--- src/rtl/noc_outport_arb_if.sv ---
// Bundles the input-buffer request side and the downstream link side of one
// router output port. The arbiter takes the slave view; the driver of flits takes master.
interface noc_outport_arb_if #(
  parameter int NUM_PORTS  = 5,
  parameter int DATA_WIDTH = 288,
  parameter int CREDITS    = 4
);
  localparam int PW = $clog2(NUM_PORTS);
  localparam int CW = $clog2(CREDITS + 1);

  // Request side: one flit slot per input buffer, plus the combinational pop.
  logic [NUM_PORTS*DATA_WIDTH-1:0] in_ports;
  logic [NUM_PORTS-1:0]            in_valid;
  logic [NUM_PORTS-1:0]            in_last;
  logic [NUM_PORTS-1:0]            ports_clear;

  // Link side: registered flit, credit flow control and lock status.
  logic [DATA_WIDTH-1:0]           port_out;
  logic                            out_valid;
  logic                            out_last;
  logic                            credit_return;
  logic [CW-1:0]                   credits_avail;
  logic                            locked;
  logic [PW-1:0]                   lock_owner;
  logic                            credit_err;

  modport master (
    output in_ports, in_valid, in_last, credit_return,
    input  ports_clear, port_out, out_valid, out_last,
           credits_avail, locked, lock_owner, credit_err
  );

  modport slave (
    input  in_ports, in_valid, in_last, credit_return,
    output ports_clear, port_out, out_valid, out_last,
           credits_avail, locked, lock_owner, credit_err
  );
endinterface

--- src/rtl/noc_outport_arb.sv ---
// Round-robin output-port arbiter with wormhole packet lock and credit-based
// downstream flow control; forwards at most one flit per cycle.
module noc_outport_arb #(
  parameter int NUM_PORTS  = 5,
  parameter int DATA_WIDTH = 288,
  parameter int CREDITS    = 4
) (
  input  logic             clk,
  input  logic             rst_n,
  noc_outport_arb_if.slave bus
);
  localparam int PW = $clog2(NUM_PORTS);
  localparam int CW = $clog2(CREDITS + 1);

  typedef enum logic {
    IDLE,
    LOCKED
  } state_t;

  state_t                state;
  state_t                state_next;

  logic [PW-1:0]         rr_ptr;
  logic [PW-1:0]         lock_owner_q;
  logic [CW-1:0]         credits_q;
  logic                  credit_err_q;
  logic [DATA_WIDTH-1:0] port_out_q;
  logic                  out_valid_q;
  logic                  out_last_q;

  logic                  can_send;
  logic                  cred_full;
  logic                  scan_hit;
  logic [PW-1:0]         scan_idx;
  logic [PW:0]           scan_pos;
  logic                  grant;
  logic [PW-1:0]         grant_idx;
  logic                  grant_last;
  logic [DATA_WIDTH-1:0] grant_flit;
  logic [PW:0]           ptr_inc;
  logic [PW-1:0]         rr_next;

  // A return arriving this cycle is not usable until the counter has absorbed it.
  assign can_send  = (credits_q != '0);
  assign cred_full = (credits_q == CW'(CREDITS));

  // Scan from rr_ptr upward with wrap; iterating from the far end lets the
  // nearest requester overwrite the others and win.
  always_comb begin
    // NOTE: every comb output gets a default first so no path leaves it unassigned (no latch).
    scan_hit = 1'b0;
    scan_idx = '0;
    scan_pos = '0;
    for (int k = NUM_PORTS - 1; k >= 0; k--) begin
      scan_pos = {1'b0, rr_ptr} + (PW+1)'(k);
      if (scan_pos >= (PW+1)'(NUM_PORTS)) begin
        scan_pos = scan_pos - (PW+1)'(NUM_PORTS);
      end
      if (bus.in_valid[scan_pos[PW-1:0]]) begin
        scan_hit = 1'b1;
        scan_idx = scan_pos[PW-1:0];
      end
    end
  end

  // FSM output process: who is granted this cycle and the one-hot pop.
  always_comb begin
    grant     = 1'b0;
    grant_idx = '0;
    if (rst_n && can_send) begin
      if (state == LOCKED) begin
        grant     = bus.in_valid[lock_owner_q];
        grant_idx = lock_owner_q;
      end else begin
        grant     = scan_hit;
        grant_idx = scan_idx;
      end
    end
    grant_last      = bus.in_last[grant_idx];
    bus.ports_clear = '0;
    if (grant) begin
      bus.ports_clear[grant_idx] = 1'b1;
    end
  end

  always_comb begin
    grant_flit = '0;
    for (int i = 0; i < NUM_PORTS; i++) begin
      if (grant_idx == PW'(i)) begin
        grant_flit = bus.in_ports[i*DATA_WIDTH +: DATA_WIDTH];
      end
    end
  end

  // Pointer after a tail grant: one past the winner, wrapping in PW+1 bits.
  always_comb begin
    ptr_inc = {1'b0, grant_idx} + (PW+1)'(1);
    rr_next = (ptr_inc == (PW+1)'(NUM_PORTS)) ? '0 : ptr_inc[PW-1:0];
  end

  // FSM next-state process.
  always_comb begin
    state_next = state;
    case (state)
      IDLE:    if (grant && !grant_last) state_next = LOCKED;
      LOCKED:  if (grant &&  grant_last) state_next = IDLE;
      default: state_next = IDLE;
    endcase
  end

  // FSM state register.
  always_ff @(posedge clk) begin
    // NOTE: sequential state uses non-blocking assignments so all registers sample pre-edge values.
    if (!rst_n) begin
      state <= IDLE;
    end else begin
      state <= state_next;
    end
  end

  always_ff @(posedge clk) begin
    // NOTE: the flit register is reset too, so the link shows a defined zero flit after reset.
    if (!rst_n) begin
      rr_ptr       <= '0;
      lock_owner_q <= '0;
      port_out_q   <= '0;
      out_valid_q  <= 1'b0;
      out_last_q   <= 1'b0;
    end else begin
      out_valid_q <= grant;
      if (grant) begin
        port_out_q <= grant_flit;
        out_last_q <= grant_last;
        if (grant_last) begin
          rr_ptr <= rr_next;
        end else begin
          lock_owner_q <= grant_idx;
        end
      end
    end
  end

  // Credits: one consumed per forwarded flit, one restored per return.
  always_ff @(posedge clk) begin
    if (!rst_n) begin
      credits_q    <= CW'(CREDITS);
      credit_err_q <= 1'b0;
    end else if (bus.credit_return && !grant && cred_full) begin
      credit_err_q <= 1'b1;
    end else begin
      credits_q <= credits_q + CW'(bus.credit_return) - CW'(grant);
    end
  end

  assign bus.port_out      = port_out_q;
  assign bus.out_valid     = out_valid_q;
  assign bus.out_last      = out_last_q;
  assign bus.credits_avail = credits_q;
  assign bus.locked        = (state == LOCKED);
  assign bus.lock_owner    = lock_owner_q;
  assign bus.credit_err    = credit_err_q;

  a_pop_onehot : assert property (@(posedge clk) disable iff (!rst_n) $onehot0(bus.ports_clear));
  a_cred_range : assert property (@(posedge clk) disable iff (!rst_n) credits_q <= CW'(CREDITS));
endmodule

--- src/flat_wrapper.sv ---
// flat-port wrapper written by rule: the top's interface ports become plain ports
module noc_outport_arb_flat 
#(
  parameter int NUM_PORTS  = 5,
  parameter int DATA_WIDTH = 288,
  parameter int CREDITS    = 4
)
  (clk, rst_n, bus_in_ports, bus_in_valid, bus_in_last, bus_credit_return, bus_ports_clear, bus_port_out, bus_out_valid, bus_out_last, bus_credits_avail, bus_locked, bus_lock_owner, bus_credit_err);
  noc_outport_arb_if #(.NUM_PORTS(NUM_PORTS), .DATA_WIDTH(DATA_WIDTH), .CREDITS(CREDITS)) bus_i ();
  input  logic clk;
  input  logic rst_n;
  input wire logic [$bits(bus_i.in_ports)-1:0] bus_in_ports;
  input wire logic [$bits(bus_i.in_valid)-1:0] bus_in_valid;
  input wire logic [$bits(bus_i.in_last)-1:0] bus_in_last;
  input wire logic [$bits(bus_i.credit_return)-1:0] bus_credit_return;
  output wire logic [$bits(bus_i.ports_clear)-1:0] bus_ports_clear;
  output wire logic [$bits(bus_i.port_out)-1:0] bus_port_out;
  output wire logic [$bits(bus_i.out_valid)-1:0] bus_out_valid;
  output wire logic [$bits(bus_i.out_last)-1:0] bus_out_last;
  output wire logic [$bits(bus_i.credits_avail)-1:0] bus_credits_avail;
  output wire logic [$bits(bus_i.locked)-1:0] bus_locked;
  output wire logic [$bits(bus_i.lock_owner)-1:0] bus_lock_owner;
  output wire logic [$bits(bus_i.credit_err)-1:0] bus_credit_err;
  assign bus_i.in_ports = bus_in_ports;
  assign bus_i.in_valid = bus_in_valid;
  assign bus_i.in_last = bus_in_last;
  assign bus_i.credit_return = bus_credit_return;
  assign bus_ports_clear = bus_i.ports_clear;
  assign bus_port_out = bus_i.port_out;
  assign bus_out_valid = bus_i.out_valid;
  assign bus_out_last = bus_i.out_last;
  assign bus_credits_avail = bus_i.credits_avail;
  assign bus_locked = bus_i.locked;
  assign bus_lock_owner = bus_i.lock_owner;
  assign bus_credit_err = bus_i.credit_err;
  noc_outport_arb #(.NUM_PORTS(NUM_PORTS), .DATA_WIDTH(DATA_WIDTH), .CREDITS(CREDITS)) u_core (.clk(clk), .rst_n(rst_n), .bus(bus_i));
endmodule
--- config.mk ---
export PLATFORM = sky130hd
export DESIGN_NAME = noc_outport_arb_flat
export DESIGN_NICKNAME = d
export VERILOG_FILES = /design/src/rtl/noc_outport_arb_if.sv /design/src/rtl/noc_outport_arb.sv /design/src/flat_wrapper.sv
export SDC_FILE = /design/constraint.sdc
export NUM_CORES = 1
export LEC_CHECK = 0
export CAP_MARGIN = 25
export CORE_AREA = 2 2 685 687
export DETAILED_ROUTE_END_ITERATION = 10
export DIE_AREA = 0 0 687 689
export PLACE_DENSITY_LB_ADDON = 0.3
export REMOVE_ABC_BUFFERS = 1
export SLEW_MARGIN = 10
export SYNTH_ARGS = -nofsm -noshare
export SYNTH_HDL_FRONTEND = slang
export SYNTH_SLANG_ARGS = --single-unit
--- constraint.sdc ---
create_clock -name clk -period 5.05 [get_ports clk]
set_input_delay 0.7575 -clock clk [delete_from_list [all_inputs] [get_ports clk]]
set_output_delay 0.7575 -clock clk [all_outputs]
set_load 0.03 [all_outputs]
==> key figures, run 1 <==
STA
  – Period Utilization, post-route: 0.972
  – Final hold vios: 0
  – WHS: 0.470 ns
  – Unrepaired setup endpoints after global routing: true
  – Final min period: 4.91 ns
  – Setup tns final: 0 ns
  – Post-route setup slack: 0.142 ns
  – Final setup fails: 0
  – Normalized max-slew margin: 0.318
  – Least-Margin Pin Slew: 1.02 ns
  – Max-slew violations: 0
  – Clock Skew: 0.0269 ns
  – Max Clk Rate: 204 MHz

Place
  – Detail Placement HPWL: 374000 um
  – Port Buffer Count: 1755
  – Worst slack, placed: -0.233 ns
  – # placed instances: 10.6k
  – Post-DP Area: 49400 um2
  – RePlAce Congestion: 1.08

Routing
  – Pre-antenna DRT Iters: 6
  – Post-DRT Antenna Nets: 0
  – Met2 WL: 184000 um
  – Routed length on met1: 156000 um
  – Vias per cell: 3.37
  – Top layer in use: met5
  – Number of remaining DRC errors: 0
  – Routed len/inst: 39.0 um
  – Detailed-route via count: 36.5k
  – WL met3: 66000 um
  – DRT iter0 DRCs: 3235
  – Total length of routed wires: 422000 um

Power
  – Peak supply drop: 0.314 mV
  – Leak pwr: 16.1 nW
  – Design Power: 35.5 mW
  – Cell Pwr Density: 680 nW/um2

Clock network
  – TritonCTS clock tree: built
  – Deepest clock path buffer count: 3
  – Hold-fix buffers, CTS: 0
  – Clk root buf: clkbuf_16
  – TritonCTS buffer count: 52
  – Clock slew at reported path FFs: 0.06 ns
  – Later-pin clock latency in the skew report: 0.76 ns
  – H-tree levels: 2
  – Clock sink count: 301

Logic synthesis
  – Most frequent cell after synthesis: nor2_1
  – Number of flops mapped to enable cells by yosys: 0
  – Top cell type's share of synthesized area: 0.278
  – Mapped Cells: 2663
  – Post-Syn Area per Cell: 8.14 um2
  – Leading area contributor after synthesis: dfxtp_1
  – Post-synth cell types: 73
  – Synth cell count leaders: nor2_1, dfxtp_1, clkbuf_1
  – Post-synthesis cell area: 21700 um2
  – Synth async-reset ratio: 0
  – Post-synthesis sequential area ratio: 0.278
  – Ys flop type: dfxtp_1
  – Yosys warns: 0
  – FF+latch count, synth: 301
  – Top cells by area, synth: dfxtp_1, a221oi_1, o221ai_1

Floorplanning
  – I/O Pins: 1756
  – Initial core utilization: 0.0465
  – Die area: 473000 um2
  – Die H: 689 um
  – Total core area: 466000 um2
  – Die Span X: 687 um
  – FP Rows: 251

Global routing
  – Total GRT Usage: 0.170
  – First-pass GRT wire length: 501000 um
  – Initial antenna violation count: 375
  – Vias in the first global route: 35.3k
  – Largest net degree at the start of global routing: 103
  – Grt ovf: 0

Cells and area
  – Final core utilization: 0.112
  – Layout cells sized above 1: 0.126
  – Fin cells: 10.8k
  – Post-route cell area: 52200 um2
  – Area Growth Syn to Fin: 141%
  – Final nets: 5972

Status
  – Run status: completed

Setup path
  – CP Data Required Time: 5.67 ns
  – Startpoint types: flip-flop
  – CP max FO: 14
  – Critical path class: flip-flop to flip-flop
  – Worst endpoint data arrival time: 5.53 ns
  – CP endpoint kind: flip-flop

Run
  – Max-capacitance violation count: 0

Min path
  – Hold WC Path Type: flip-flop to flip-flop
-- logic make-up (layout without fill, tap and decap cells) --
group,Yosys count,in the layout,synth area share
and+or+nand+nor,694,694,0.146
adders and majority gates,16,16,0.00992
AOI/OAI and AO/OA,1242,1242,0.481
DFF,301,301,0.278
other,0,77,0
muxes,22,22,0.0132
buffers and inverters,383,2264,0.0699
xor gates and xnor gates,5,5,0.00202
-- sequential cells by signal (all words and copies together), names as in the netlist, named ones only --
signal	cells
u_core.bus.port_out	288
u_core.bus.credits_avail	3
u_core.bus.out_valid	1
u_core.bus.lock_owner	3
u_core.bus.out_last	1
u_core.bus.credit_err	1
u_core.rr_ptr	3
-- area by class of cell --
class,count,area [um2]
Antenna cell,77,193
Clock buffer,74,1530
Clock inverter,21,218
Fill cell,53900,414000
Inverter,17,73.8
Multi-Input combinational cell,1979,14500
Sequential cell,301,6030
Tap cell,6198,7750
Timing Repair Buffer,2152,21900
-- per-layer routing --
layer / GRT usage / vias to the layer above
li1: - / 15000
met1: 0.185 / 17900
met2: 0.267 / 2578
met3: 0.117 / 843
met4: 0.0421 / 206
met5: 0 / -
-- cell usage in the layout (no fill, tap or decap), types with 4 or more instances in the layout --
cell / n
bufinv_16: 4
inv_1: 13
o31a_1: 4
mux4_2: 5
buf_6: 15
a221oi_1: 287
nor2_1: 307
clkbuf_16: 55
buf_12: 75
nor2b_1: 6
buf_2: 6
dfxtp_1: 299
o21ai_0: 11
clkinv_2: 13
o221ai_1: 289
buf_4: 302
mux2i_1: 12
o22a_1: 289
o211ai_1: 4
ha_1: 5
ha_4: 7
o21ai_1: 5
clkbuf_8: 12
clkdlybuf4s50_1: 1734
a21oi_1: 10
nand3_1: 293
and4_1: 4
xnor2_1: 5
nand2_1: 24
buf_16: 17
nand2b_1: 13
clkbuf_1: 9
and2_1: 6
diode_2: 77
a211oi_1: 291
-- worst paths after layout --
check | startpoint | to | slack, ns | depth (start not counted)
worst max register to register | u_core.rr_ptr[1]$_SDFFE_PN0P_ | u_core.bus.port_out[103]$_SDFFE_PN0P_ | 0.14 | 23
worst min register to register | u_core.bus.credit_err$_SDFFE_PN0P_ | u_core.bus.credit_err$_SDFFE_PN0P_ | 0.47 | 1
worst min-delay path | u_core.bus.credit_err$_SDFFE_PN0P_ | u_core.bus.credit_err$_SDFFE_PN0P_ | 0.47 | 1
worst max-delay path | u_core.rr_ptr[1]$_SDFFE_PN0P_ | u_core.bus.port_out[103]$_SDFFE_PN0P_ | 0.14 | 23
-- critical path, stage by stage (launching register included) --
cell and delay, ns:
dfxtp_4 0.40, buf_6 0.13, ha_4 0.13, inv_1 0.05
fa_2 0.39, buf_6 0.14, or4_4 0.47, a21oi_2 0.15
buf_4 0.14, nor3_4 0.05, a2111oi_4 0.32, and4bb_4 0.31
o21ai_1 0.08, buf_4 0.16, buf_4 0.14, buf_4 0.15
ha_4 0.18, inv_1 0.09, o21ai_4 0.08, a21o_4 0.21
buf_12 0.15, buf_4 0.29, a221oi_1 0.30, a211oi_1 0.12
-- power breakdown --
part / total, mW / switching [mW] / leakage, nW / internal [mW]
Clock: 4.06 / 1.77 / 0.867 / 2.28
Sequential: 4.98 / 1.31 / 2.49 / 3.67
Combinational: 26.4 / 16.6 / 12.8 / 9.80
-- repair_timing --
item | in CTS | in global routing
buffers inserted | 12 | 13
gates cloned | 0 | 2
gates resized for setup | 54 | 37
pin swaps | 13 | 18
endpoints found under the setup margin | 274 | 145
hold endpoints to repair | 0 | 0
Note: power is estimated with default switching activity, not from simulation.
==> run 2: changes to the inputs <==
PLACE_DENSITY = 0.33   (was unset)
PLACE_DENSITY_LB_ADDON = unset   (was 0.3)
REMOVE_ABC_BUFFERS = unset   (was 1)
==> run 2 against run 1 <==
Against the previous run: die area stayed put; combinational power is 3% lower; sequential share of layout area is 0.13 points higher; setup slack worse by 0.075 ns; maximum frequency is 1.5% lower; first-iteration DRC count is 9.9% higher; register-to-register slack worse by 0.07 ns; global-route usage is 0.24 points lower; clock power hardly changed; core utilization is 0.12 points lower; via count is 0.35% lower; critical path type unchanged.
==> key figures, run 2 (same netlist as run 1, synthesis figures left out) <==
STA
  – Post-route setup slack: 0.0675 ns
  – Max-slew violations: 0
  – Clock Skew: 0.0346 ns
  – Normalized max-slew margin: 0.237
  – Final hold vios: 0
  – Unrepaired setup endpoints after global routing: false
  – Final min period: 4.98 ns
  – Period Utilization, post-route: 0.987
  – Least-Margin Pin Slew: 1.14 ns
  – Setup tns final: 0 ns
  – Max Clk Rate: 201 MHz
  – Final setup fails: 0

Setup path
  – CP max FO: 14
  – Worst endpoint data arrival time: 5.58 ns
  – Reg-to-Reg End: u_core.bus.port_out[209]$_SDFFE_PN0P_
  – CP cell instances: buf_4 > ha_4 > a21o_1 > mux4_2 > mux2i_4 > o32ai_4 > buf_6 > a2111oi_4 > and4bb_4 > o21ai_2 > buf_4 > buf_4 > ha_4 > inv_1 > o21ai_4 > a21o_4 > buf_12 > a221oi_1 > buf_4 > a211oi_1
  – Depth of the most critical reg-to-reg path: 20
  – Most common cell on crit path: buf_4
  – R2r setup slk: 0.07 ns
  – CP Data Required Time: 5.65 ns
  – R2R Path Start: u_core.rr_ptr[1]$_SDFFE_PN0P_
  – CP max stage delay: 0.64 ns
  – CP endpoint kind: flip-flop
  – Critical path class: flip-flop to flip-flop
  – Crit-path slowest cell: a221oi_1
  – Startpoint types: flip-flop

Min path
  – Worst Min Path Start: rst_n
  – Hold WC Path Type: primary input to flip-flop
  – Hold depth: 3
  – Hold path endpoint: u_core.bus.port_out[86]$_SDFFE_PN0P_

Place
  – RePlAce Congestion: 0.941
  – Detail Placement HPWL: 369000 um
  – # placed instances: 10.6k
  – Worst slack, placed: -0.419 ns
  – Port Buffer Count: 1755

Routing
  – Number of remaining DRC errors: 0
  – Vias per cell: 3.37
  – Routed len/inst: 38.4 um
  – Total length of routed wires: 415000 um
  – Detailed-route via count: 36.4k
  – DRT iter0 DRCs: 3554
  – Post-DRT Antenna Nets: 0
  – Pre-antenna DRT Iters: 6

Run
  – Max-capacitance violation count: 0

Global routing
  – Total GRT Usage: 0.167
  – Initial antenna violation count: 301
  – Largest net degree at the start of global routing: 108
  – Grt ovf: 0
  – First-pass GRT wire length: 499000 um
  – Vias in the first global route: 36.1k

Floorplanning
  – Initial core utilization: 0.0465
  – Die Span X: 687 um
  – Total core area: 466000 um2
  – Die H: 689 um
  – I/O Pins: 1756
  – Die area: 473000 um2
  – FP Rows: 251

Cells and area
  – Leading cell type in the layout, fill and taps excluded: clkdlybuf4s50_1
  – Final nets: 5930
  – Commonest non-fill, non-tap cells in the layout: clkdlybuf4s50_1, nor2_1, dfxtp_1, nand3_1, a211oi_1
  – Fin cells: 10.8k
  – # fillers: 53.7k
  – Layout cells sized above 1: 0.118
  – Area Growth Syn to Fin: 138%
  – Max reg flops: 288

Clock network
  – Clock sink count: 301
  – Clock slew at reported path FFs: 0.06 ns
  – TritonCTS clock tree: built
  – Clk root buf: clkbuf_16
  – Deepest clock path buffer count: 3
  – Later-pin clock latency in the skew report: 0.74 ns
  – TritonCTS buffer count: 53
  – H-tree levels: 2

Power
  – Peak supply drop: 0.338 mV
  – Cell Pwr Density: 677 nW/um2
  – Leak pwr: 15.8 nW

Logic synthesis
  – Syn nets: 4132

Status
  – Run status: completed
==> run 2: report_power, final <==
| part | internal (mW) | switching (mW) | total (mW) |
|---|---|---|---|
| sequential | 3.67 | 1.61 | 5.28 |
| combinational | 9.10 | 16.5 | 25.6 |
| clock | 2.32 | 1.77 | 4.09 |
| total | 15.1 | 19.9 | 35.0 |
==> run 2: final cells by class <==
type	instances	area (um2)	share of cell area
sequential	301	6030	0.117
inverter	17	73.8	0.00143
tap	6198	7750	0.150
clock inverter	17	171	0.00332
antenna	91	228	0.00441
multi-input combinational	1979	14600	0.282
clock buffer	78	1600	0.0310
timing repair buffer	2109	21200	0.410
==> run 2: worst max-delay path by stage <==
stage	from	to	slack (ns)	cells past startpoint
final	u_core.rr_ptr[1]$_SDFFE_PN0P_	u_core.bus.port_out[209]$_SDFFE_PN0P_	0.07	20
after global routing	u_core.rr_ptr[1]$_SDFFE_PN0P_	bus_ports_clear[1]	0.001	16
after CTS	u_core.rr_ptr[1]$_SDFFE_PN0P_	bus_ports_clear[0]	0.001	17
after detailed placement	u_core.rr_ptr[1]$_SDFFE_PN0P_	u_core.bus.port_out[12]$_SDFFE_PN0P_	-0.42	18
after global placement	u_core.rr_ptr[1]$_SDFFE_PN0P_	u_core.bus.port_out[12]$_SDFFE_PN0P_	-0.39	18
after floorplan	u_core.rr_ptr[0]$_SDFFE_PN0P_	u_core.bus.port_out[170]$_SDFFE_PN0P_	0.24	21
==> run 2: through the flow <==
step | total power, mW | cell area [um2] | util | hold WS [ns]
5_1_grt | 36.6 | 51500 | 0.110 | 0.409
6_report | 35.0 | 51600 | 0.111 | 0.458
2_1_floorplan | 15.1 | 21700 | - | 0.615
4_1_cts | 35.3 | 51300 | 0.110 | 0.344
3_3_place_gp | 30.6 | 48900 | 0.105 | 0.466
3_5_place_dp | 30.6 | 49000 | 0.105 | 0.478
==> run 2: repair_timing <==
action / CTS / global route
endpoints found under the hold margin: 0 / 0
gates resized for setup: 70 / 12
setup buffers: 15 / 2
hold buffers: 0 / 0
setup endpoints to repair: 293 / 7
pin swaps: 20 / 6
==> run 2: metal layers <==
layer	share of wire	routed length (um)	track usage
met1	0.39	162000	0.193
met4	0.029	11900	0.0378
met3	0.14	58600	0.102
met5	0.0030	1260	0.00235
met2	0.44	181000	0.261
==> run 2: worst max-delay path: cells and delay by family (launching register included) <==
kind	cells	cell delay (ns)
adder cells (fa/ha/maj)	2	0.32
AO/OA/AOI/OAI	8	1.66
buffers and inverters	7	1.11
flip-flops	1	0.38
AND/OR/NAND/NOR	1	0.31
multiplexers	2	0.92
==> RTL edit: new RTL, config.mk and constraints of run 1 <==
`NUM_PORTS` is set to 5 in 3 places; all go to 4.
--- a/src/rtl/noc_outport_arb_if.sv
+++ b/src/rtl/noc_outport_arb_if.sv
@@ -1,7 +1,7 @@
 // Bundles the input-buffer request side and the downstream link side of one
 // router output port. The arbiter takes the slave view; the driver of flits takes master.
 interface noc_outport_arb_if #(
-  parameter int NUM_PORTS  = 5,
+  parameter int NUM_PORTS  = 4,
   parameter int DATA_WIDTH = 288,
   parameter int CREDITS    = 4
 );
--- a/src/rtl/noc_outport_arb.sv
+++ b/src/rtl/noc_outport_arb.sv
@@ -1,7 +1,7 @@
 // Round-robin output-port arbiter with wormhole packet lock and credit-based
 // downstream flow control; forwards at most one flit per cycle.
 module noc_outport_arb #(
-  parameter int NUM_PORTS  = 5,
+  parameter int NUM_PORTS  = 4,
   parameter int DATA_WIDTH = 288,
   parameter int CREDITS    = 4
 ) (
--- a/src/flat_wrapper.sv
+++ b/src/flat_wrapper.sv
@@ -1,7 +1,7 @@
 // flat-port wrapper written by rule: the top's interface ports become plain ports
 module noc_outport_arb_flat 
 #(
-  parameter int NUM_PORTS  = 5,
+  parameter int NUM_PORTS  = 4,
   parameter int DATA_WIDTH = 288,
   parameter int CREDITS    = 4
 )
Ports: changed (5 resized); port bits go from 1756 to 1464. The function was not compared with the original's and may differ.
==> RTL edit against run 1 <==
  * Sequential cell count down 2
  * Synthesized area down 8.1%
  * Cell area down 15%
  * Setup slack better by 0.54 ns
  * Non-clock buffer count down 545
  * Clock skew up 0.012 ns
  * Wire length down 34%
  * Hold slack about the same
  * Final cell count down 7.3%
  * Die area unchanged
  * Sequential share of layout area up 1.9 points
  * Core utilization down 1.7 points
Power is not compared: it rests on default switching activity, and its combinational part moved more than twofold at a synthesized area within 25%.
==> RTL edit: results (changes against run 1) <==
metric,value,unit,change
number of port buffers,1463,,-17%
Multi-input gate area,12300,um^2,-16%
RR Startpoint,u_core.bus.credits_avail[2],,
number of DRC markers in iteration 0,1601,,-51%
synth top area cells,"dfxtp_1, o211a_1, a22oi_1",,
crit-path max FO,6,,-8
outcome,"finished, final reports clean",,
met2 Resource Use GR,0.193,,-0.0737
Total Nets Final,4946,,-17%
DR WL met2,132000,um,-28%
post-DR vias/cell,2.59,,-23%
Multi-input comb cells,1801,,-9.0%
GP Congestion,0.821,,-24%
crit path launch,bus_in_valid[3],,
drt pass-1 iters,5,,-1
FF-to-FF End,u_core.bus.port_out[29],,
setup bufs post-CTS,0,,-12
ClkCell Share,0.0445,,+0.0111
Leak,0.0165,uW,
clock latency on the worst-skew pair,0.74,ns,-0.02 ns
Max transition margin,0.244,,-0.0735
fraction of area in registers,0.135,,+0.0192
Root Buffer,clkbuf_16,,
first-pass GRT wire length,334000,um,-33%
CP peak stage delay,0.65,ns,+0.18 ns
layout cell share with drive strength beyond 1,0.115,,-0.0109
R2R Setup Slk,1.12,ns,+0.98 ns
final WL,278000,um,-34%
met3 wire length,33600,um,-49%
Num CTS Buffers,55,,+5.8%
Critical Path Sink,bus_ports_clear[0],,
grt met1 use,0.124,,-0.0609
initial antenna violation count,186,,-50%
met3 usage,0.0612,,-0.0558
Min Hold Slack,0.470,ns,+0.00000800 ns
sequential area share after synthesis,0.300,,+0.0226
nonclk inv count,12,,-5
number of non-clock buffers,1607,,-25%
slowest CP cell,a31oi_1,,
seq_cells,299,,-0.66%
placed wire-length estimate,245000,um,-35%
n_diodes,10,,-87%
Data buffer area share,0.368,,-0.0509
CP Capture Type,primary output,,
largest net degree at the start of global routing,109,,+5.8%
Metal-1 WL,106000,um,-32%
fill count,54300,,+0.74%
Synth top cells by count,"dfxtp_1, nand2_1, a21oi_1",,
DRC violation count after routing,0,,unchanged
Clock buffer cells,70,,-5.4%
post-CTS resize count,0,,-100%
"commonest non-fill, non-tap cell in the layout",clkdlybuf4s50_1,,
Reg2Reg Depth,14,,-39%
global-route usage over all layers,0.112,,-0.0575
post-synthesis async set-or-reset flop share,0,,unchanged
Netlist cell types,43,,-41%
skew final,0.0387,ns,+0.0117 ns
vias in the first global route,25600,,-28%
[RTL edit: cell types whose count changed after synthesis, moves of 28 or more]
cell      delta
nand3_1    -294
a211oi_1   -292
a221oi_1   -289
o221ai_1   -289
o22a_1     -289
a22oi_1    +287
o211a_1    +286
a21oi_1    +278
nand2_1    +270
o211ai_2   +170
clkbuf_1   -138
o211ai_1   +116
buf_4       +28
[RTL edit: stage by stage]
stage,std cells,cell area [um^2],setup WS [ns]
global route,10000,44400,0.575
CTS,10000,44200,0.677
detailed placement,9910,42200,0.143
global placement,9903,42000,0.225
finish,10000,44400,0.683
floorplan,2112,18200,-16.77
[RTL edit: kinds of logic after synthesis]
group	synth area share
adder cells (fa/ha/maj)	0.00477
multiplexers	0.00414
AND/OR/NAND/NOR	0.118
flip-flops	0.300
XOR/XNOR	0.000879
AO/OA/AOI/OAI	0.485
buffers and inverters	0.0866
